$ cat config.mk
export PLATFORM = sky130hd
export DESIGN_NAME = alu_exec_stage
export DESIGN_NICKNAME = d
export VERILOG_FILES = /design/src/rtl/alu_exec_stage.sv
export SDC_FILE = /design/constraint.sdc
export NUM_CORES = 1
export LEC_CHECK = 0
export BUFFER_PORTS_ARGS = -buffer_cell sky130_fd_sc_hd__clkbuf_2
export CAP_MARGIN = 0
export CORE_MARGIN = 2
export CORE_UTILIZATION = 45
export CTS_BUF_LIST = sky130_fd_sc_hd__clkbuf_16
export DETAILED_ROUTE_END_ITERATION = 8
export HOLD_SLACK_MARGIN = 0.02
export PLACE_DENSITY_LB_ADDON = 0.3
export SLEW_MARGIN = 5
export SYNTH_ARGS = -nofsm -noshare
export SYNTH_HDL_FRONTEND = slang
export SYNTH_SLANG_ARGS = --single-unit
$ cat constraint.sdc
create_clock -name clk -period 14.4 [get_ports clk]
set_clock_uncertainty 0.05 [all_clocks]
set_input_delay 1.44 -clock clk [delete_from_list [all_inputs] [get_ports clk]]
set_output_delay 1.44 -clock clk [all_outputs]
set_load 0.01 [all_outputs]
$ cat src/rtl/alu_exec_stage.sv
`default_nettype none
// ============================================================================
// Module   : alu_exec_stage
// Brief    : Execute/writeback sequencer around a combinational ALU; computes
//            S/Z/C/V and owns the architectural status register.
//            Optional macro: ALU_EXEC_DIV0_TRAP_EN (divide-by-zero trap).
// Revision : 1.0 - initial release
// ============================================================================
module alu_exec_stage #(
    parameter int WIDTH = 16,
    parameter int BITS  = 4
) (
    input  logic             clk,
    input  logic             rst_n,
    input  logic             flush,
    input  logic             in_valid,
    output logic             in_ready,
    input  logic [WIDTH-1:0] in_a,
    input  logic [WIDTH-1:0] in_b,
    input  logic [BITS-1:0]  in_opcode,
    input  logic             in_use_carry,
    output logic [WIDTH-1:0] alu_a,
    output logic [WIDTH-1:0] alu_b,
    output logic [BITS-1:0]  alu_opcode,
    output logic             alu_c_in,
    input  logic [WIDTH-1:0] alu_result,
    output logic             out_valid,
    input  logic             out_ready,
    output logic [WIDTH-1:0] out_result,
    output logic             out_illegal,
    output logic             out_trap,
    output logic [3:0]       status,
    output logic [15:0]      retired
);

    localparam logic [BITS-1:0] c_OP_ADD        = BITS'(0);
    localparam logic [BITS-1:0] c_OP_SUB        = BITS'(1);
    localparam logic [BITS-1:0] c_OP_MULT       = BITS'(2);
`ifdef ALU_EXEC_DIV0_TRAP_EN
    localparam logic [BITS-1:0] c_OP_DIV        = BITS'(3);
`endif
    localparam logic [BITS-1:0] c_OP_LAST_LEGAL = BITS'(11);
    localparam int              c_FLAG_C        = 1;

    logic             r_e_valid;
    logic [WIDTH-1:0] r_e_a;
    logic [WIDTH-1:0] r_e_b;
    logic [BITS-1:0]  r_e_opcode;
    logic             r_e_use_carry;
    logic             r_w_valid;
    logic [WIDTH-1:0] r_w_result;
    logic             r_w_illegal;
    logic             r_w_trap;
    logic [3:0]       r_status;
    logic [15:0]      r_retired;

    logic             w_e_adv;
    logic             w_in_fire;
    logic             w_out_fire;
    logic             w_c_in;
    logic             w_legal;
    logic             w_trap;
    logic             w_add_c;
    logic             w_sub_c;
    logic             w_mul_ovf;
    logic             w_flag_c;
    logic             w_flag_v;
    logic             w_write_status;
    logic [3:0]       w_flags;
    logic [WIDTH-1:0] w_wb_result;

    assign w_e_adv    = r_e_valid && (!r_w_valid || out_ready);
    assign in_ready   = !r_e_valid || w_e_adv;
    assign w_in_fire  = in_valid && in_ready;
    assign w_out_fire = r_w_valid && out_ready;

    // Carry-in comes from the registered flags so back-to-back chains need no stall.
    assign w_c_in  = r_e_use_carry & r_status[c_FLAG_C];
    assign w_legal = (r_e_opcode <= c_OP_LAST_LEGAL);

`ifdef ALU_EXEC_DIV0_TRAP_EN
    assign w_trap = (r_e_opcode == c_OP_DIV) && (r_e_b == '0);
`else
    assign w_trap = 1'b0;
`endif

    // Comparisons against all-ones pick out the carry / high-half without slicing wide sums.
    assign w_add_c   = ({1'b0, r_e_a} + {1'b0, r_e_b} + {{WIDTH{1'b0}}, w_c_in})
                       > {1'b0, {WIDTH{1'b1}}};
    assign w_sub_c   = {1'b0, r_e_a} < ({1'b0, r_e_b} + {{WIDTH{1'b0}}, w_c_in});
    assign w_mul_ovf = ({{WIDTH{1'b0}}, r_e_a} * {{WIDTH{1'b0}}, r_e_b})
                       > {{WIDTH{1'b0}}, {WIDTH{1'b1}}};

    always_comb begin
        w_flag_c = 1'b0;
        w_flag_v = 1'b0;
        case (r_e_opcode)
            c_OP_ADD: begin
                w_flag_c = w_add_c;
                w_flag_v = (r_e_a[WIDTH-1] == r_e_b[WIDTH-1]) &&
                           (alu_result[WIDTH-1] != r_e_a[WIDTH-1]);
            end
            c_OP_SUB: begin
                w_flag_c = w_sub_c;
                w_flag_v = (r_e_a[WIDTH-1] != r_e_b[WIDTH-1]) &&
                           (alu_result[WIDTH-1] != r_e_a[WIDTH-1]);
            end
            c_OP_MULT: begin
                w_flag_c = w_mul_ovf;
                w_flag_v = w_mul_ovf;
            end
            default: ;
        endcase
    end

    assign w_flags = {alu_result[WIDTH-1], (alu_result == '0), w_flag_c, w_flag_v};

    always_comb begin
        w_wb_result = alu_result;
        if (!w_legal) begin
            w_wb_result = '0;
        end else if (w_trap) begin
            w_wb_result = '1;
        end
    end

    assign w_write_status = w_e_adv && w_legal && !w_trap && !flush;

    always_ff @(posedge clk or negedge rst_n) begin
        if (!rst_n) begin
            r_e_valid     <= 1'b0;
            r_e_a         <= '0;
            r_e_b         <= '0;
            r_e_opcode    <= '0;
            r_e_use_carry <= 1'b0;
        end else begin
            if (flush) begin
                r_e_valid <= 1'b0;
            end else if (w_in_fire) begin
                r_e_valid <= 1'b1;
            end else if (w_e_adv) begin
                r_e_valid <= 1'b0;
            end
            if (w_in_fire && !flush) begin
                r_e_a         <= in_a;
                r_e_b         <= in_b;
                r_e_opcode    <= in_opcode;
                r_e_use_carry <= in_use_carry;
            end
        end
    end

    // W data only changes on e_adv, which implies the consumer is ready or W is empty.
    always_ff @(posedge clk or negedge rst_n) begin
        if (!rst_n) begin
            r_w_valid   <= 1'b0;
            r_w_result  <= '0;
            r_w_illegal <= 1'b0;
            r_w_trap    <= 1'b0;
        end else begin
            if (flush) begin
                r_w_valid <= 1'b0;
            end else if (w_e_adv) begin
                r_w_valid <= 1'b1;
            end else if (w_out_fire) begin
                r_w_valid <= 1'b0;
            end
            if (w_e_adv && !flush) begin
                r_w_result  <= w_wb_result;
                r_w_illegal <= !w_legal;
                r_w_trap    <= w_trap;
            end
        end
    end

    always_ff @(posedge clk or negedge rst_n) begin
        if (!rst_n) begin
            r_status  <= 4'd0;
            r_retired <= 16'd0;
        end else begin
            if (w_write_status) begin
                r_status <= w_flags;
            end
            if (w_out_fire && !flush) begin
                r_retired <= r_retired + 16'd1;
            end
        end
    end

    assign alu_a       = r_e_a;
    assign alu_b       = r_e_b;
    assign alu_opcode  = r_e_opcode;
    assign alu_c_in    = w_c_in;
    assign out_valid   = r_w_valid;
    assign out_result  = r_w_result;
    assign out_illegal = r_w_illegal;
    assign out_trap    = r_w_trap;
    assign status      = r_status;
    assign retired     = r_retired;

endmodule
`default_nettype wire

==> out/metrics.yaml <==
post_cts_buffers: 0
core-area_mm2: 0.0276
synth-seq-area-share_pct: 15.2
die_x_um: 171
finalSetupViolations: 0
drv_slew: 0
postRouteAntennaNets: 0
numClockSinks: 76
critPathLaunchType: "flip-flop"
tightestPinTransition_ns: 0.978
nFillCells: 2608
synth.distinct_cells: 65
synthArstFlopShare_pct: 100
vias: 9675
grt_pass1_wl_um: 52100
antenna_found_initial: 0
totalNegativeSetupSlack_ns: 0
syn_inst: 1344
synth_compound_area_share_pct: 8.29
ys.warnings.count: 0
track_usage_pct: 22.7
worstPathMaxFanout: 19
synth_top_family_by_area: "adder cells"
cp.arrival_ns: 7.78
io-pin-count: 135
dp_hpwl_um: 24600
synth_xor_area_share_pct: 2.66
end_kind: "flip-flop"
rsz0062_at_grt: "false"
drive_gt1_share_pct: 14.0
synthFlopType: "dfrtp_1"
maxCapViolCount: 0
cts-root-buf: "clkbuf_16"
hold_viol: 0
n_antenna_cell: 0
cts_tree: "yes"
max_freq_mhz: 131
nNetsFinal: 1822
drc: 0
worstPathRequired_ns: 14.54
crit_type: "reg2reg"
synth_seq_cells: 76
gp_congestion: 0.918
grt_pass1_vias: 9880
synth.top_cell.area_share_pct: 31.4
synthMuxAreaShare_pct: 3.68
syn-cell-area_mm2: 0.0125
initial_core_util_pct: 45.4
area.growth.synth_to_final_pct: 9.77
dieHeight_um: 171
cts_hold_buf: 0
syn_nets: 1735
htree_levels: 3
initialDrtViolationCount: 447
place_inst: 1798
fin_cells: 1814
slew_headroom_pct: 34.8
synth-edff-count: 0
clk_pin_slew_worst_paths_ns: 0.06
overflow: 0
synthSimpleGateAreaFrac_pct: 15.8
hold_path.class: "reg2reg"
routedWlPerCell_um: 17.5
insertion_delay_ns: 0.34
dr.pass1.iters: 5
synth_fa_ha_area_share_pct: 45.0
synth_area_leader_cell: "fa_1"
fin_crit_sh_pct: 53.0
reg2reg_slack_ns: 6.77
port_buffers: 133
vias_per_cell: 5.33
status: "completed"
std_cell_rows: 61
postRouteWirelength_um: 31800
synth.avg_cell_area_um2: 9.31
cts_buffers: 9
fp.dieArea_mm2: 0.0292
cts_buffer_depth: 2
grt_max_degree: 77
ctsResizeCount: 0
synthTopCellsByArea: "fa_1 (31%), dfrtp_1 (15%), ha_1 (14%), inv_1 (7.4%), and2_1 (5.6%)"
min_period_ns: 7.63
==> metal layers <==
metal	track usage (%)	part of all wire, %	vias up
met1	31.7	43	4937
met3	3.54	5.7	42
li1	-	-	4421
met5	0	0	-
met2	37.3	49	275
met4	5.24	2.0	0
==> placed cells by master, fill, tap and decap left out, types with 10 or more instances in the layout <==
master      n
ha_1      137
nand4_1    10
fa_1      196
nand2_1   179
a22o_1     16
and2_1    112
a21oi_1    40
xor2_1     18
nand3_1    17
a21o_1     10
xnor2_1    20
and3_1     11
inv_1     247
o21ai_0    24
clkbuf_2  132
mux2_2     40
dfrtp_1    76
nor2_1     33
==> critical path, stage by stage (launching register included) <==
cell	delay, ns
dfrtp_1	0.89
ha_1	0.32
inv_1	0.07
fa_1	0.47
inv_1	0.06
fa_1	0.51
inv_1	0.05
fa_1	0.48
inv_1	0.07
fa_1	0.51
fa_1	0.55
inv_1	0.05
fa_1	0.53
inv_1	0.04
ha_1	0.34
and3_4	0.21
a31o_1	0.23
a221oi_4	0.42
a21oi_2	0.10
a2111o_1	0.43
a2111oi_2	0.25
nand4b_1	0.23
o41ai_2	0.50
a21oi_1	0.13
==> synthesized netlist by cell type (3+ instances only) <==
cell and n:
a211o_1 4, a211oi_1 6, a21o_1 10, a21oi_1 40, a21oi_2 3, a22o_1 16
a31oi_1 4, and2_1 112, and3_1 11, and4_1 3, buf_2 4, clkbuf_1 54
dfrtp_1 76, fa_1 196, ha_1 137, inv_1 247, mux2_2 40, nand2_1 179
nand2b_1 5, nand3_1 17, nand3b_1 3, nand4_1 10, nor2_1 33, nor2b_1 3
nor3_1 5, nor4_1 6, o211a_1 3, o211ai_1 9, o21a_1 3, o21ai_0 24
o31ai_1 3, xnor2_1 20, xor2_1 18
==> through the flow <==
stage | worst slack, ns | util, % | hold slack, ns | area (um^2)
detailed placement | 6.76 | 48.8 | 0.422 | 13400
floorplan | 7.72 | - | 0.421 | 12500
global placement | 6.82 | 48.8 | 0.410 | 13400
finish | 6.77 | 49.9 | 0.442 | 13700
CTS | 6.76 | 49.9 | 0.434 | 13700
global route | 6.43 | 49.9 | 0.464 | 13700
==> sequential cells by signal (all words and copies together), names as in the netlist <==
register / count
alu_opcode: 4
alu_b: 16
r_e_use_carry: 1
out_result: 16
status: 4
retired: 16
alu_a: 16
out_illegal: 1
r_e_valid: 1
out_valid: 1
==> kinds of logic after synthesis <==
family | count (synthesis)
xor gates and xnor gates | 38
and+or+nand+nor | 399
muxes | 41
other | 1
AOI/OAI and AO/OA | 148
DFF | 76
adders and majority gates | 333
buffers and inverters | 308
==> cell type report <==
type,instances,area [um^2],share of cell area (%)
clock inverter,7,67.6,0.492
tap,378,473,3.44
inverter,248,931,6.78
sequential,76,1900,13.8
timing repair buffer,136,691,5.03
clock buffer,9,225,1.64
multi-input combinational,960,9450,68.8
==> final timing paths <==
kind,startpoint,to,depth (start not counted)
hold reg to reg,retired[15],retired[15],1
min in group asynchronous,rst_n,retired[5],1
max in group asynchronous,rst_n,alu_b[9],1
setup / recovery,alu_a[7],status[0],23
hold / removal,retired[15],retired[15],1
setup reg to reg,alu_a[7],status[0],23
Power is left out: the tool's default activity adds up to more than one toggle a clock period on the data nets, which glitch-free logic cannot reach.
